===== src/rtl/rank_order_spike_gen.sv =====
// Replays a captured sorted-index frame as rank-ordered AER spike events under valid/ready.
// Optional macro SPIKE_TIMESTAMP_EN adds the aer_time port and its cycle counter.
module rank_order_spike_gen #(
  parameter int IMAGE_SIZE      = 5,
  parameter int IMAGE_SIZE_BITS = $clog2(IMAGE_SIZE),
  parameter int NUM_SPIKES      = IMAGE_SIZE,
  parameter int SPIKE_GAP       = 0,
  parameter int TIME_BITS       = 16
) (
  input  logic                     CLK,
  input  logic                     RST,
  input  logic [IMAGE_SIZE_BITS:0] sorted_indexes [0:IMAGE_SIZE-1],
  input  logic                     sort_done,
  output logic [IMAGE_SIZE_BITS:0] aer_addr,
  output logic [IMAGE_SIZE_BITS:0] aer_rank,
  output logic                     aer_valid,
  input  logic                     aer_ready,
  output logic                     busy,
  output logic                     frame_done,
  output logic                     overrun
`ifdef SPIKE_TIMESTAMP_EN
  ,
  output logic [TIME_BITS-1:0]     aer_time
`endif
);

  localparam int IW       = IMAGE_SIZE_BITS + 1;
  localparam int GAP_BITS = (SPIKE_GAP > 1) ? $clog2(SPIKE_GAP) : 1;
  localparam logic [IW-1:0]       LAST_RANK = IW'(NUM_SPIKES - 1);
  localparam logic [GAP_BITS-1:0] GAP_LOAD  = GAP_BITS'((SPIKE_GAP > 0) ? SPIKE_GAP - 1 : 0);

  localparam logic [1:0] ST_IDLE   = 2'd0;
  localparam logic [1:0] ST_EMIT   = 2'd1;
  localparam logic [1:0] ST_GAP    = 2'd2;
  localparam logic [1:0] ST_FINISH = 2'd3;

  if (NUM_SPIKES < 1 || NUM_SPIKES > IMAGE_SIZE || TIME_BITS < 1) begin : g_param_check
    $error("rank_order_spike_gen: illegal NUM_SPIKES or TIME_BITS");
  end

  logic [1:0]          state_q, state_d;
  logic [IW-1:0]       rank_q, rank_d;
  logic [GAP_BITS-1:0] gap_cnt_q, gap_cnt_d;
  logic [IW-1:0]       idx_buf_q [0:IMAGE_SIZE-1];
  logic [IW-1:0]       idx_buf_d [0:IMAGE_SIZE-1];
  logic [IW-1:0]       aer_addr_q, aer_addr_d;
  logic [IW-1:0]       aer_rank_q, aer_rank_d;
  logic                aer_valid_q, aer_valid_d;
  logic                busy_q, busy_d;
  logic                frame_done_q, frame_done_d;
  logic                overrun_q, overrun_d;
  logic [IW-1:0]       sel_rank;
  logic [IW-1:0]       sel_addr;
`ifdef SPIKE_TIMESTAMP_EN
  logic [TIME_BITS-1:0] time_q, time_d;
  logic [TIME_BITS-1:0] aer_time_q, aer_time_d;
`endif

  // In GAP the rank was already advanced on acceptance; in EMIT the next event is rank+1.
  always_comb begin
    sel_rank = (state_q == ST_GAP) ? rank_q : rank_q + IW'(1);
    sel_addr = '0;
    for (int i = 0; i < IMAGE_SIZE; i++) begin
      if (sel_rank == IW'(i)) sel_addr = idx_buf_q[i];
    end
  end

  always_comb begin
    state_d      = state_q;
    rank_d       = rank_q;
    gap_cnt_d    = gap_cnt_q;
    idx_buf_d    = idx_buf_q;
    aer_addr_d   = aer_addr_q;
    aer_rank_d   = aer_rank_q;
    aer_valid_d  = aer_valid_q;
    busy_d       = busy_q;
    frame_done_d = 1'b0;
    overrun_d    = sort_done && (state_q != ST_IDLE);
`ifdef SPIKE_TIMESTAMP_EN
    time_d     = time_q;
    aer_time_d = aer_time_q;
    if (state_q == ST_EMIT || state_q == ST_GAP) time_d = time_q + TIME_BITS'(1);
`endif
    case (state_q)
      ST_IDLE: begin
        if (sort_done) begin
          idx_buf_d   = sorted_indexes;
          rank_d      = '0;
          aer_addr_d  = sorted_indexes[0];
          aer_rank_d  = '0;
          aer_valid_d = 1'b1;
          busy_d      = 1'b1;
          state_d     = ST_EMIT;
`ifdef SPIKE_TIMESTAMP_EN
          time_d     = '0;
          aer_time_d = '0;
`endif
        end
      end
      ST_EMIT: begin
        if (aer_valid_q && aer_ready) begin
          if (rank_q == LAST_RANK) begin
            aer_valid_d  = 1'b0;
            frame_done_d = 1'b1;
            state_d      = ST_FINISH;
          end else begin
            rank_d = rank_q + IW'(1);
            if (SPIKE_GAP == 0) begin
              aer_addr_d = sel_addr;
              aer_rank_d = sel_rank;
`ifdef SPIKE_TIMESTAMP_EN
              aer_time_d = time_q + TIME_BITS'(1);
`endif
            end else begin
              aer_valid_d = 1'b0;
              gap_cnt_d   = GAP_LOAD;
              state_d     = ST_GAP;
            end
          end
        end
      end
      ST_GAP: begin
        if (gap_cnt_q == '0) begin
          aer_valid_d = 1'b1;
          aer_addr_d  = sel_addr;
          aer_rank_d  = rank_q;
          state_d     = ST_EMIT;
`ifdef SPIKE_TIMESTAMP_EN
          aer_time_d = time_q + TIME_BITS'(1);
`endif
        end else begin
          gap_cnt_d = gap_cnt_q - GAP_BITS'(1);
        end
      end
      ST_FINISH: begin
        busy_d  = 1'b0;
        state_d = ST_IDLE;
`ifdef SPIKE_TIMESTAMP_EN
        time_d     = '0;
        aer_time_d = '0;
`endif
      end
      default: state_d = ST_IDLE;
    endcase
  end

  always_ff @(posedge CLK) begin
    if (RST) begin
      state_q      <= ST_IDLE;
      rank_q       <= '0;
      gap_cnt_q    <= '0;
      idx_buf_q    <= '{default: '0};
      aer_addr_q   <= '0;
      aer_rank_q   <= '0;
      aer_valid_q  <= 1'b0;
      busy_q       <= 1'b0;
      frame_done_q <= 1'b0;
      overrun_q    <= 1'b0;
`ifdef SPIKE_TIMESTAMP_EN
      time_q     <= '0;
      aer_time_q <= '0;
`endif
    end else begin
      state_q      <= state_d;
      rank_q       <= rank_d;
      gap_cnt_q    <= gap_cnt_d;
      idx_buf_q    <= idx_buf_d;
      aer_addr_q   <= aer_addr_d;
      aer_rank_q   <= aer_rank_d;
      aer_valid_q  <= aer_valid_d;
      busy_q       <= busy_d;
      frame_done_q <= frame_done_d;
      overrun_q    <= overrun_d;
`ifdef SPIKE_TIMESTAMP_EN
      time_q     <= time_d;
      aer_time_q <= aer_time_d;
`endif
    end
  end

  assign aer_addr   = aer_addr_q;
  assign aer_rank   = aer_rank_q;
  assign aer_valid  = aer_valid_q;
  assign busy       = busy_q;
  assign frame_done = frame_done_q;
  assign overrun    = overrun_q;
`ifdef SPIKE_TIMESTAMP_EN
  assign aer_time   = aer_time_q;
`endif

endmodule


===== config.mk =====
export PLATFORM = sky130hd
export DESIGN_NAME = rank_order_spike_gen
export DESIGN_NICKNAME = d
export VERILOG_FILES = /design/src/rtl/rank_order_spike_gen.sv
export SDC_FILE = /design/constraint.sdc
export NUM_CORES = 1
export LEC_CHECK = 0
export ABC_AREA = 1
export CAP_MARGIN = 20
export CORE_MARGIN = 4
export CORE_UTILIZATION = 51
export DETAILED_ROUTE_END_ITERATION = 16
export MAX_ROUTING_LAYER = met4
export PLACE_DENSITY_LB_ADDON = 0.3
export REMOVE_ABC_BUFFERS = 1
export SLEW_MARGIN = 20
export SYNTH_ARGS = -nofsm -noshare
export SYNTH_HDL_FRONTEND = slang
export SYNTH_SLANG_ARGS = --single-unit

===== constraint.sdc =====
create_clock -name CLK -period 2.23 [get_ports CLK]
set_input_delay 0.3345 -clock CLK [delete_from_list [all_inputs] [get_ports CLK]]
set_output_delay 0.3345 -clock CLK [all_outputs]
set_load 0.02 [all_outputs]

# After elaboration in Yosys (flattened, before gate mapping)
# Index checks and enable logic that the tools add are counted.
[word_totals] word_cells=78 ff_bits=39
[op_classes] muxes=32 bitwise_logic=2 n_addsub=2 n_eq_ne=13 n_reduce_logical=15
[op_table] cell="2-to-1 mux 4 bit" count=16
[op_table] cell="case mux 4 bit (3 select lines)" count=2
[op_table] cell="inequality test 2 bit (second input constant)" count=5
[op_table] cell="AND reduction 5 bit" count=2
[op_table] cell="equality test 4 x 2 -> 1 bit (second input constant)" count=2
[op_table] cell="equality test 4 x 3 -> 1 bit (second input constant)" count=2
[op_table] cell="2-to-1 mux 2 bit" count=4
[op_table] cell="case mux 2 bit (4 select lines)" count=1
[op_table] cell="case mux 4 bit (2 select lines)" count=1
[op_table] cell="AND reduction 4 bit" count=2
[op_table] cell="2-to-1 mux 1 bit" count=6
[op_table] cell="nonzero test 2 bit" count=3
[op_table] cell="adder 4 x 1 -> 4 bit (second input constant)" count=1
[op_table] cell="equality test 2 bit (second input constant)" count=2
[op_table] cell="equality test 4 x 1 -> 1 bit (second input constant)" count=1
[op_table] cell="zero test 4 bit" count=1
[op_table] cell="AND reduction 2 bit" count=2
[op_table] cell="case mux 1 bit (3 select lines)" count=1
[op_table] cell="nonzero test 3 bit" count=1
[op_table] cell="OR reduction 3 bit" count=1
[op_table] cell="equality test 2 x 1 -> 1 bit (second input constant)" count=1
[op_table] cell="logical AND 1 bit" count=2
[op_table] cell="zero test 2 bit" count=1
[op_table] cell="NOT 1 bit" count=2
[op_table] cell="other kinds (2)" count=2

# Depth between registers and ports, before layout
# Gate-level depths: netlist of run 1.
[depth] word_depth=11 ltp_mapped=12 depth_no_buf=12

# Worst setup path after synthesis of run 1
# No wires, ideal clock.
[synth_path] path_type="flip-flop to flip-flop" startpoint="register state_q[0]" endpoint="register aer_addr_q[0], in the netlist aer_addr[0]" setup_time_ns=0.066 stages_incl_launch_ff=12 slack_ns=0.454 n_path_buf=0 t_arrival_ns=1.709 path_cell_list="dfxtp_1 inv_1 ha_1 ha_1 inv_1 nor2_1 nand2_1 nor2_4 nor2_1 nand3_1 nand2_1 a21oi_2"
[synth_via] elab_chain_cells=11
[synth_lines] element="start: declaration" line_no="41" source="logic [1:0] state_q, state_d;"
[synth_lines] element="start signal: assignment" line_no="164" source="state_q <= state_d;"
[synth_lines] element="equality test 2 bit" line_no="61, 84"
[synth_lines] element="2-to-1 mux 4 bit" line_no="61" source="sel_rank = (state_q == ST_GAP) ? rank_q : rank_q + IW'(1);"
[synth_lines] element="zero test 4 bit" line_no="64" source="if (sel_rank == IW'(i)) sel_addr = idx_buf_q[i];"
[synth_lines] element="2-to-1 mux 4 bit (5 in series)" line_no="64"
[synth_lines] element="2-to-1 mux 4 bit" line_no="102" source="if (rank_q == LAST_RANK) begin"
[synth_lines] element="2-to-1 mux 4 bit" line_no="101" source="if (aer_valid_q && aer_ready) begin"
[synth_lines] element="case mux 4 bit (3 select lines)" line_no="84" source="case (state_q)"
[synth_lines] element="end signal: assignment" line_no="168" source="aer_addr_q <= aer_addr_d;"
[synth_lines] element="end: declaration" line_no="46" source="logic [IW-1:0] aer_addr_q, aer_addr_d;"
# Several ways; a longest one is shown, not always the timed one. The select of a mux whose other input is x is not followed.
# A chain may end at the register's enable or synchronous reset.

# Final worst setup path of run 1
# Ends and elaborated chain as after synthesis.

==> run summary, run 1 <==
Max-slew headroom: 0.685
CTS tree: built
Initial core utilization: 0.539
Clock transition at path regs: 110 ps
Crit path time final: 2040 ps
YS warnings: 0
DR vias: 1740
Max VDD drop: 0.000439 V
Drt wl/cell: 11.8 um
Final worst-path cycle share: 0.913
Via density: 5.07
Hold Path End: idx_buf_q[18]
Req. time, crit path: 2510 ps
DRT iter0 DRCs: 99
Root Buffer: clkbuf_4
Worst setup EP type: register
Buffers added on ports: 35
Final wirelength: 4040 um
Num ports: 36
Nets@finish: 328
Max Cap Viol: 0
Inserted Diodes: 0
Worst r2r src: state_q[0]
Critical-path maximum fanout: 5
Final GP Congestion: 0.873
Dpl cells: 335
Fmax: 0.491 GHz
Post-CTS Setup Repair Bufs: 0
Max Root-Sink Buffers: 2
Leak: 0.933 nW
Final Hold Violating Endpoints: 0
Critical path type: reg -> reg
Cts bufs inserted: 5
Final cell count without fillers: 343
Hpwl dp: 3000 um
Worst skew pair latency: 340 ps
Initial antenna violation count: 0
Clk_skew: 5.81 ps
R2r endpoint: aer_addr[0]
Post-Syn Instances: 257
CORE AREA: 3420 sq um
Pwr dens: 686 nW/um^2
GRT Util Overall: 0.195
Layout area overhead: 26.2%
# fillers: 312
Chip width: 68.1 um
Status: finished, final reports clean
RSZ-0062 raised after global routing: false
Worst hold slack: 458 ps
ANT nets after route: 0
Critical Path AT: 2320 ps
Drt pass-1 iters: 4
Final setup fails: 0
Max Slew Vio Count: 0
CTS HTree Levels: 2
Commonest non-fill, non-tap cell in the layout: nor2_1
Avg Cell Area, Syn: 7.17 sq um
Slew @ Worst Pin: 467 ps
WHS Path Cells: 2
Final setup margin: 194 ps
DP Area: 2250 sq um
Setup WS pre-CTS: 223 ps
R2R Setup Slk: 190 ps
Share of layout cells above drive strength 1: 0.0875
Min-Delay Path Class: reg -> reg
DIE HEIGHT: 68.1 um
Post-synthesis sequential area ratio: 0.413
First-pass GRT wire length: 6710 um
Row count: 21
Final Cell Area: 2320 sq um
Hold wc startpoint: idx_buf_q[18]
Setup TNS: 0 ps
Most frequent cells in the layout: 41 x nor2_1, 38 x dfxtp_1, 35 x clkdlybuf4s50_1, 34 x nand2_1, 34 x a21oi_1
R2R depth: 11
# clock sinks: 38
Total gr overflow: 0
Netlist Area Pre-Place: 1840 sq um
FF+latch count, synth: 38
Die footprint: 4640 sq um
Largest net degree at the start of global routing: 37
Number of global-route vias before repair: 1533
Synth unique cells: 24
Critical path launch point type: register
Post-CTS resize count: 0
Hold buffer count at CTS: 0
DR DRC count: 0
layout make-up:
cell class                 count  area (sq um)  share of cell area
timing repair buffer          38           373               0.160
multi-input combinational    178           925               0.398
inverter                      35           134              0.0576
tap                           46          57.6              0.0248
clock buffer                   7          45.0              0.0194
sequential                    38           761               0.327
clock inverter                 1          30.0              0.0129
flip-flops by register name, summed over array words and instances, names as in the netlist:
signal and cells:
idx_buf_q 20, busy 1, aer_rank 4, overrun 1, aer_valid 1, rank_q 4
state_q 2, aer_addr 4, frame_done 1
report_power, final:
| part | internal, mW | switching, mW | leakage [nW] | total [mW] |
|---|---|---|---|---|
| sequential | 0.740 | 0.0287 | 0.313 | 0.768 |
| clock | 0.238 | 0.215 | 0.0395 | 0.453 |
| combinational | 0.152 | 0.223 | 0.581 | 0.374 |
| total | 1.13 | 0.466 | 0.933 | 1.60 |
cell families after synthesis:
family	after synthesis	share of synthesized area
buf+inv	41	0.0849
compound gates	72	0.208
fa+ha+maj	8	0.0543
simple gates	98	0.240
flops	38	0.413
Yosys cell counts:
library cell | n | share of area
nor3_1 | 2 | 0.0054
dfxtp_1 | 38 | 0.41
nor3_4 | 1 | 0.0088
nand2_4 | 1 | 0.0061
o21ai_0 | 31 | 0.084
inv_1 | 31 | 0.063
inv_4 | 1 | 0.0034
inv_2 | 2 | 0.0041
nand3_1 | 7 | 0.019
a21oi_2 | 4 | 0.019
clkbuf_1 | 6 | 0.012
o21ai_1 | 1 | 0.0027
nand2_1 | 34 | 0.069
a32oi_1 | 1 | 0.0048
nor2_4 | 1 | 0.0061
ha_1 | 8 | 0.054
nor2_2 | 1 | 0.0034
nand4_1 | 4 | 0.014
nor2_1 | 41 | 0.084
clkinv_1 | 1 | 0.0020
nand3_2 | 2 | 0.011
a221oi_1 | 1 | 0.0048
nand2_2 | 4 | 0.014
a21oi_1 | 34 | 0.092
worst max-delay path by stage:
stage                          start  slack [ps]          end  cells after the start
after floorplan           state_q[0]         450  aer_addr[0]                     11
after global placement    state_q[0]         320  aer_addr[1]                     11
after detailed placement  state_q[0]         220  aer_addr[0]                     11
after global routing      state_q[0]          20  aer_addr[0]                     11
final                     state_q[0]         190  aer_addr[0]                     11
after CTS                 state_q[0]         210  aer_addr[0]                     11
per-stage QoR:
step           power [mW]  utilization
6_report             1.60        0.681
5_1_grt              1.69        0.681
4_1_cts              1.61        0.681
3_5_place_dp         1.16        0.659
3_3_place_gp         1.15        0.659
2_1_floorplan        1.01            -
worst max-delay path, cell delays in order (launching register included):
cell and delay, ps:
dfxtp_1 410, inv_1 80, ha_1 270, ha_1 370, inv_1 50, nor2_1 140
nand4_1 200, nor2_1 150, nor2_1 70, nand3_1 60, nand2_1 60, a21oi_2 110
routing by layer:
layer / global-route usage / wire, um / vias to the layer above / part of all wire
met5: - / 0 / - / 0
met4: 0.0844 / 62 / 0 / 0.015
met3: 0.0345 / 176 / 7 / 0.044
met2: 0.290 / 1880 / 37 / 0.46
met1: 0.260 / 1920 / 779 / 0.48
li1: - / - / 917 / -
(Power assumes the default switching activity.)
==> run 2: changes to the inputs <==
--- a/config.mk
+++ b/config.mk
@@ -12,6 +12,7 @@
 export DETAILED_ROUTE_END_ITERATION = 16
 export MAX_ROUTING_LAYER = met4
 export PLACE_DENSITY_LB_ADDON = 0.3
+export RECOVER_POWER = 25
 export REMOVE_ABC_BUFFERS = 1
 export SLEW_MARGIN = 20
 export SYNTH_ARGS = -nofsm -noshare
==> run 2 against run 1 <==
Compared with the run above: clock skew about the same; sequential share of layout area about the same; combinational power about the same; cell area down 0.11%; sequential power about the same; via count unchanged; core utilization down 0.073 points; cell count unchanged; flip-flop and latch count unchanged; critical path type unchanged; largest power group unchanged.
==> run summary, run 2 (synthesized netlist as in run 1, its figures left out) <==
DIE HEIGHT: 68.1 um
R2r endpoint: aer_addr[0]
Status: finished, final reports clean
Clk_skew: 5.68 ps
Buffers added on ports: 35
Die footprint: 4640 sq um
Cts bufs inserted: 5
CTS HTree Levels: 2
Leak: 0.933 nW
Number of flip-flops in the largest register: 20
Final GP Congestion: 0.873
Pwr dens: 687 nW/um^2
Crit path time final: 2040 ps
Critical Path AT: 2320 ps
Root Buffer: clkbuf_4
CTS tree: built
Slew @ Worst Pin: 557 ps
Critical-path maximum fanout: 5
Largest net degree at the start of global routing: 37
DR vias: 1740
CP endpoint: aer_addr[0]
Largest register by flop count: idx_buf_q
# clock sinks: 38
Nets@finish: 328
Drt wl/cell: 11.8 um
Final Power: 1.59 mW
Post-CTS Setup Repair Bufs: 0
Min-Delay Path Class: reg -> reg
Initial core utilization: 0.539
Final Hold Violating Endpoints: 0
Commonest non-fill, non-tap cell in the layout: nor2_1
Chip width: 68.1 um
Drt pass-1 iters: 4
First-pass GRT wire length: 6710 um
Hold buffer count at CTS: 0
Clock transition at path regs: 110 ps
Fmax: 0.491 GHz
ANT nets after route: 0
Initial antenna violation count: 0
Worst r2r src: state_q[0]
DR DRC count: 0
Worst skew pair latency: 340 ps
Row count: 21
Final worst-path cycle share: 0.914
Max VDD drop: 0.000439 V
Max Root-Sink Buffers: 2
Inserted Diodes: 0
RSZ-0062 raised after global routing: false
R2R depth: 11
Post-CTS resize count: 0
Num ports: 36
DRT iter0 DRCs: 100
Max Cap Viol: 0
Final setup fails: 0
Req. time, crit path: 2510 ps
CORE AREA: 3420 sq um
Max Slew Vio Count: 0
Number of global-route vias before repair: 1533
Critical Path Start: state_q[0]
Layout area overhead: 26.1%
Worst setup EP type: register
Hpwl dp: 3000 um
Critical path type: reg -> reg
# fillers: 312
Max-slew headroom: 0.629
Share of layout cells above drive strength 1: 0.0875
Setup TNS: 0 ps
GRT Util Overall: 0.195
Most frequent cells in the layout: 41 x nor2_1, 38 x dfxtp_1, 35 x clkdlybuf4s50_1, 34 x nand2_1, 34 x a21oi_1
Final wirelength: 4040 um
R2R Setup Slk: 190 ps
Via density: 5.07
Critical path launch point type: register
Total gr overflow: 0
## run 2: per-stage QoR
stage / setup slack, ps / utilization / area, sq um / instances / hold WS, ps
after global placement: 318 / 0.659 / 2250 / 335 / 441
after detailed placement: 223 / 0.659 / 2250 / 335 / 444
after floorplan: 454 / - / 1820 / 251 / 404
after global routing: 19.6 / 0.680 / 2320 / 343 / 482
final: 192 / 0.680 / 2320 / 343 / 458
after CTS: 210 / 0.681 / 2320 / 343 / 460
## run 2: final cells by class
type,instances,area (sq um),area share
multi-input cells,178,925,0.398
well taps,46,57.6,0.0248
inverters,35,134,0.0577
clock inverters,1,30.0,0.0129
flip-flops and latches,38,761,0.328
clock buffers,7,45.0,0.0194
repair buffers,38,370,0.159
## run 2: how the worst min path moves through the flow
stage	to	cells after the start	startpoint	slack [ps]
finish	idx_buf_q[18]	2	idx_buf_q[18]	460
global route	aer_rank[0]	2	aer_rank[0]	480
CTS	idx_buf_q[18]	2	idx_buf_q[18]	460
detailed placement	idx_buf_q[18]	2	idx_buf_q[18]	440
global placement	idx_buf_q[18]	2	idx_buf_q[18]	440
floorplan	aer_rank[0]	1	RST	400
## run 2: power breakdown
| part | internal, mW | switching [mW] | total (mW) |
|---|---|---|---|
| clock | 0.238 | 0.215 | 0.453 |
| sequential | 0.740 | 0.0286 | 0.768 |
| combinational | 0.150 | 0.223 | 0.373 |
## run 2: metal layers
| layer | up-vias | global-route usage | wire length, um |
|---|---|---|---|
| met1 | 777 | 0.260 | 1930 |
| met5 | - | - | 0 |
| met3 | 7 | 0.0345 | 185 |
| li1 | 917 | - | - |
| met2 | 39 | 0.290 | 1870 |
| met4 | 0 | 0.0844 | 63 |
## run 2: worst max-delay path: stages (launching register included)
cell,delay (ps)
dfxtp_1,410
inv_1,80
ha_1,270
ha_1,370
inv_1,50
nor2_1,140
nand4_1,200
nor2_1,150
nor2_1,70
nand3_1,60
nand2_1,60
a21oi_2,110
==> RTL change 1, RTL diff (config.mk and constraints of run 1) <==
The option `SPIKE_TIMESTAMP_EN` is turned on by a define.
--- a/src/rtl/rank_order_spike_gen.sv
+++ b/src/rtl/rank_order_spike_gen.sv
@@ -1,5 +1,7 @@
 // Replays a captured sorted-index frame as rank-ordered AER spike events under valid/ready.
 // Optional macro SPIKE_TIMESTAMP_EN adds the aer_time port and its cycle counter.
+`define SPIKE_TIMESTAMP_EN
+
 module rank_order_spike_gen #(
   parameter int IMAGE_SIZE      = 5,
   parameter int IMAGE_SIZE_BITS = $clog2(IMAGE_SIZE),
Function (old outputs only; new: aer_time): kept (equiv_simple and equiv_induct, registers matched by name and starting in step).
==> RTL change 1 against run 1 <==
Sequential power increased by 84%; clock skew up 0.0033 ns; synthesized area up 78%; critical path depth did not move; global-route usage increased by 2.0 points; critical path type unchanged; maximum frequency up 0.55%; wire length increased by 84%; final area increased by 77%; first-iteration DRC count increased by 36%; power is 100% higher; sequential cell count rose by 32; die area grew 68%; setup slack gained 0.011 ns.
==> RTL change 1: results (changes against run 1) <==
stage;metric;value;unit;change
run_status;status;finished, final reports clean;;
placed_design;hpwl;5403;um;+80%
finish;fillerInstances;540;;+73%
placed_design;io_buffers;51;;+46%
critical_path;worst-path-max-fanout;8;;+3
global_route;first_global_vias;2933;;+91%
finish;fin_nets;515;;+57%
placed_design;dp.cells;545;;+63%
global_route;grt_pass1_wl;12830;um;+91%
clock_tree;cts_buffers;9;;+4
clock_tree;clk_pin_slew_worst_paths;0.08;ns;-0.03 ns
global_route;grt_usage;21.50;%;+2.0 points
finish;layout-drive-gt1-share;11.93;%;+3.2 points
clock_tree;clock-root-buffer;clkbuf_8;;
sta;finClkSkew;0.009149;ns;+0.003335 ns
sta;slew-limit-headroom;35.06;%;-33 points
critical_path;critical_path.max_stage_delay;0.38;ns;-0.03 ns
placed_design;place.gp.congestion;0.8409;;-3.7%
yosys;ys_seq_area_share;42.67;%;+1.4 points
yosys;ys_top_cells_by_area;dfxtp_1 (43%), a21oi_1 (11%), o21ai_0 (8.2%);;
critical_path;critPathSlowestCell;ha_1;;
min_path;min_from;idx_buf_q[2]$_SDFFE_PP0P_;;
global_route;grt_max_degree;32;;-14%
route;drt_pass1_iterations;5;;+1
route;drtIter0Drc;135;;+36%
yosys;syn_avg_cell_area;7.656;um^2;+6.8%
yosys;yosysUniqueCellTypes;36;;+50%
critical_path;critPathTopFamily;adder cells;;
pwr;p_int;2.287;mW;+100%
finish;final_cells;561;;+64%
pwr;p_leak;1.586;nW;+70%
==> RTL change 1: worst paths after layout <==
| check | cells past startpoint | endpoint | slack (ns) |
|---|---|---|---|
| setup reg to reg | 11 | aer_addr[1]$_SDFFE_PP0P_ | 0.21 |
| hold reg to reg | 2 | idx_buf_q[2]$_SDFFE_PP0P_ | 0.46 |
| hold / removal | 2 | idx_buf_q[2]$_SDFFE_PP0P_ | 0.46 |
| setup / recovery | 11 | aer_addr[1]$_SDFFE_PP0P_ | 0.21 |
==> RTL change 1: kinds of logic (layout without fill, tap and decap cells) <==
logic type                 Yosys count  count (layout)  synth area share [%]
buffers and inverters               58             115                 6.743
DFF                                 70              70                 42.67
and+or+nand+nor                    152             152                 24.57
xor gates and xnor gates             2               2                0.5334
AOI/OAI and AO/OA                  137             137                 21.68
adders and majority gates           10              10                 3.810
==> RTL change 1: power by group through the flow <==
stage / clock network (mW) / logic (mW) / registers (mW)
final: 1.17 / 0.655 / 1.41
after global routing: 1.26 / 0.735 / 1.42
after CTS: 1.20 / 0.662 / 1.41
after detailed placement: 0 / 0.658 / 1.44
after global placement: 0 / 0.646 / 1.43
after floorplan: 0 / 0.312 / 1.50
==> RTL change 1: layout make-up <==
cell class / count / area, um^2 / share of cell area, %
repair buffers: 58 / 563.0 / 13.71
clock buffers: 10 / 137.6 / 3.352
flip-flops and latches: 70 / 1403 / 34.16
inverters: 41 / 153.9 / 3.748
clock inverters: 6 / 93.84 / 2.285
well taps: 75 / 93.84 / 2.285
multi-input cells: 301 / 1662 / 40.46
==> RTL change 1: per-stage QoR <==
stage	power, mW	hold WS (ns)	utilization [%]	setup slack, ns	area [um^2]
after floorplan	1.812	0.4036	-	0.3138	3217
after global placement	2.081	0.4378	63.55	0.1508	3874
after detailed placement	2.097	0.4488	63.55	0.09257	3874
after CTS	3.273	0.4618	67.34	0.1566	4105
after global routing	3.422	0.4784	67.36	0.003988	4106
final	3.238	0.4586	67.36	0.2052	4106
==> RTL change 1: metal layers <==
layer / GRT usage (%) / vias up / share of wire, %
li1: - / 1541 / -
met1: 23.97 / 1368 / 44
met2: 36.98 / 54 / 50
met3: 7.076 / 13 / 4.5
met4: 5.632 / 0 / 1.5
met5: - / - / 0
==> RTL change 1: worst reg2reg max path: stages, from the launching register on <==
cell,delay [ns]
dfxtp_2,0.37
inv_1,0.07
ha_1,0.27
ha_1,0.38
inv_1,0.08
nor2_2,0.14
nand3_2,0.10
nor2_4,0.22
a21oi_1,0.09
nand3_2,0.08
nand2_1,0.05
a21oi_1,0.11
==> RTL change 1: what timing repair did <==
| item | in CTS | in global routing |
|---|---|---|
| resized for setup | 0 | 1 |
| hold buffers | 0 | 0 |
| setup endpoints to repair | 0 | 2 |
==> RTL change 2, RTL diff (config.mk and constraints of run 1) <==
Made on the original files. Reset style: asynchronous (`RST`), changed in one clocked block.
--- a/src/rtl/rank_order_spike_gen.sv
+++ b/src/rtl/rank_order_spike_gen.sv
@@ -144,7 +144,7 @@
     endcase
   end
 
-  always_ff @(posedge CLK) begin
+  always_ff @(posedge CLK or posedge RST) begin
     if (RST) begin
       state_q      <= ST_IDLE;
       rank_q       <= '0;
Formal check against the unedited RTL: differs if RST is asserted again (counterexample within 4 cycles, from zero or initial values and one cycle with RST high); with RST held inactive, the same outputs for 10 cycles.
==> RTL change 2 against run 1 <==
Non-clock buffer count unchanged; final area up 12%; critical endpoint is now aer_addr[1]$_DFFE_PP0P_; synthesized area up 14%; wire length up 8.7%; sequential cell count unchanged; clock skew down 0.0038 ns; setup slack better by 0.031 ns.
Power is not compared: it rests on default switching activity, and its combinational part moved more than twofold at a synthesized area within 25%.
==> RTL change 2: results (changes against run 1) <==
stage;metric;value;unit;change
run_status;status;finished, final reports clean;;
yosys;synth-warning-count;0;;unchanged
placed_design;place_ws;0.1604;ns;-0.06213 ns
route;via_per_inst;4.983;;-1.8%
yosys;yosysUniqueCellTypes;27;;+13%
global_route;grt_max_degree;39;;+5.4%
critical_path;cp_data_arrival_time;2.23;ns;-0.09 ns
finish;largest_register_ffs;20;;unchanged
clock_tree;htreeDepth;2;;unchanged
critical_path;criticalPathCategory;reg2reg;;
yosys;synthTopCellsByCount;nand2_1 (91), dfrtp_1 (38), inv_1 (29);;
placed_design;io_buffers;35;;unchanged
finish;largest_register;idx_buf_q;;
route;drt_pass1_iterations;4;;unchanged
finish;fin_nets;336;;+2.4%
placed_design;place.gp.congestion;0.8519;;-2.5%
clock_tree;clock-root-buffer;clkbuf_8;;
yosys;synthFlopType;dfrtp_1;;
min_path;hold_path_class;in2async;;
critical_path;rr_startpoint;state_q[0]$_DFFE_PP0P_;;
clock_tree;cts.path.max_buffers;2;;unchanged
global_route;antenna_found_initial;0;;unchanged
clock_tree;cts_buffers;5;;unchanged
finish;layout-drive-gt1-share;13.77;%;+5.0 points
critical_path;r2r_end;aer_addr[1]$_DFFE_PP0P_;;
route;drtIter0Drc;90;;-9.1%
pwr;vdd_drop_max;0.8879;mV;
global_route;grt_usage;19.69;%;+0.16 points
critical_path;critPathSlowestCell;dfrtp_1;;
clock_tree;post-cts-setup-buffers;0;;unchanged
critical_path;reg2regPathDepth;11;;unchanged
critical_path;worst-path-max-fanout;7;;+2
sta;fmax;498.6;MHz;+1.5%
yosys;ys_seq_area_share;45.27;%;+4.0 points
yosys;async_flop_share;100.0;%;+100 points
clock_tree;clk_pin_slew_worst_paths;0.07;ns;-0.04 ns
sta;finClkSkew;0.002020;ns;-0.003793 ns
route;drt_wl_total;4389;um;+8.7%
yosys;ys_top_cells_by_area;dfrtp_1 (45%), nand2_1 (16%), inv_1 (5.2%);;
critical_path;startpoint;state_q[0]$_DFFE_PP0P_;;
finish;antennaDiodeCount;0;;unchanged
clock_tree;clk_latency;0.29;ns;-0.05 ns
finish;fillerInstances;362;;+16%
critical_path;critical_path.max_stage_delay;0.43;ns;+0.02 ns
critical_path;rrSetupSlack;0.22;ns;+0.03 ns
placed_design;hpwl;3356;um;+12%
pwr;p_leak;1.313;nW;
global_route;first_global_vias;1728;;+13%
sta;worst_pin_slew;0.4837;ns;+0.01626 ns
global_route;grt_pass1_wl;7838;um;+17%
## RTL change 2: cell types whose count changed after synthesis, sizes merged, moves of 3 or more
cell    change
o21ai      -15
dfrtp      +38
dfxtp      -38
nand2      +56
inv         +6
nand4       +9
nor2       -23
nor3        -3
a21oi      -27
clkbuf      -3
## RTL change 2: where the power goes
| group | switching, mW | internal [mW] |
|---|---|---|
| logic | 1.50 | 0.881 |
| clock network | 0.239 | 0.249 |
| registers | 0.217 | 1.02 |
## RTL change 2: per-layer routing
layer / GRT usage (%) / up-vias / share of wire, %
met1: 27.12 / 810 / 48
met2: 29.52 / 42 / 46
met3: 4.432 / 7 / 5.8
met5: - / - / 0
met4: 5.010 / 0 / 0.96
li1: - / 910 / -
## RTL change 2: how the worst min path moves through the flow
stage                               from                   endpoint  depth (start not counted)
2_1_floorplan                  sort_done          overrun$_DFF_PP0_                          2
3_3_place_gp    idx_buf_q[4]$_DFFE_PP0P_   idx_buf_q[4]$_DFFE_PP0P_                          2
3_5_place_dp   idx_buf_q[12]$_DFFE_PP0P_  idx_buf_q[12]$_DFFE_PP0P_                          2
4_1_cts                              RST           busy$_DFFE_PP0P_                          3
5_1_grt                              RST   idx_buf_q[6]$_DFFE_PP0P_                          3
6_report                             RST   idx_buf_q[6]$_DFFE_PP0P_                          3
## RTL change 2: cells by family after synthesis
group / count (synthesis) / share of synthesized area, %
flip-flops: 38 / 45.26
AND/OR/NAND/NOR: 140 / 31.57
buffers and inverters: 45 / 9.112
adder cells (fa/ha/maj): 8 / 4.765
AO/OA/AOI/OAI: 33 / 9.291
## RTL change 2: cell type report
type	instances	area, um^2	area share (%)
Multi-Input combinational cell	181	960.9	37.01
Sequential cell	38	950.9	36.63
Timing Repair Buffer	38	372.9	14.36
Inverter	40	157.7	6.072
Clock buffer	7	86.33	3.325
Tap cell	50	62.56	2.410
Clock inverter	1	5.005	0.1928
## RTL change 2: critical path, delay by kind of cell (launching register included)
family / cells / cell delay (ns)
AND/OR/NAND/NOR: 6 / 0.60
buffers and inverters: 2 / 0.27
flip-flops: 1 / 0.43
AO/OA/AOI/OAI: 1 / 0.11
adder cells (fa/ha/maj): 2 / 0.53
## RTL change 2: through the flow
step	cells	hold WS, ns	total power, mW	utilization, %	instance area (um^2)
6_report	355	0.4526	4.108	64.90	2596
3_5_place_dp	347	0.4740	3.630	62.56	2502
2_1_floorplan	259	0.4355	2.985	-	2067
4_1_cts	355	0.4722	4.130	64.84	2594
5_1_grt	355	0.5156	4.522	64.90	2596
3_3_place_gp	347	0.4643	3.563	62.56	2502
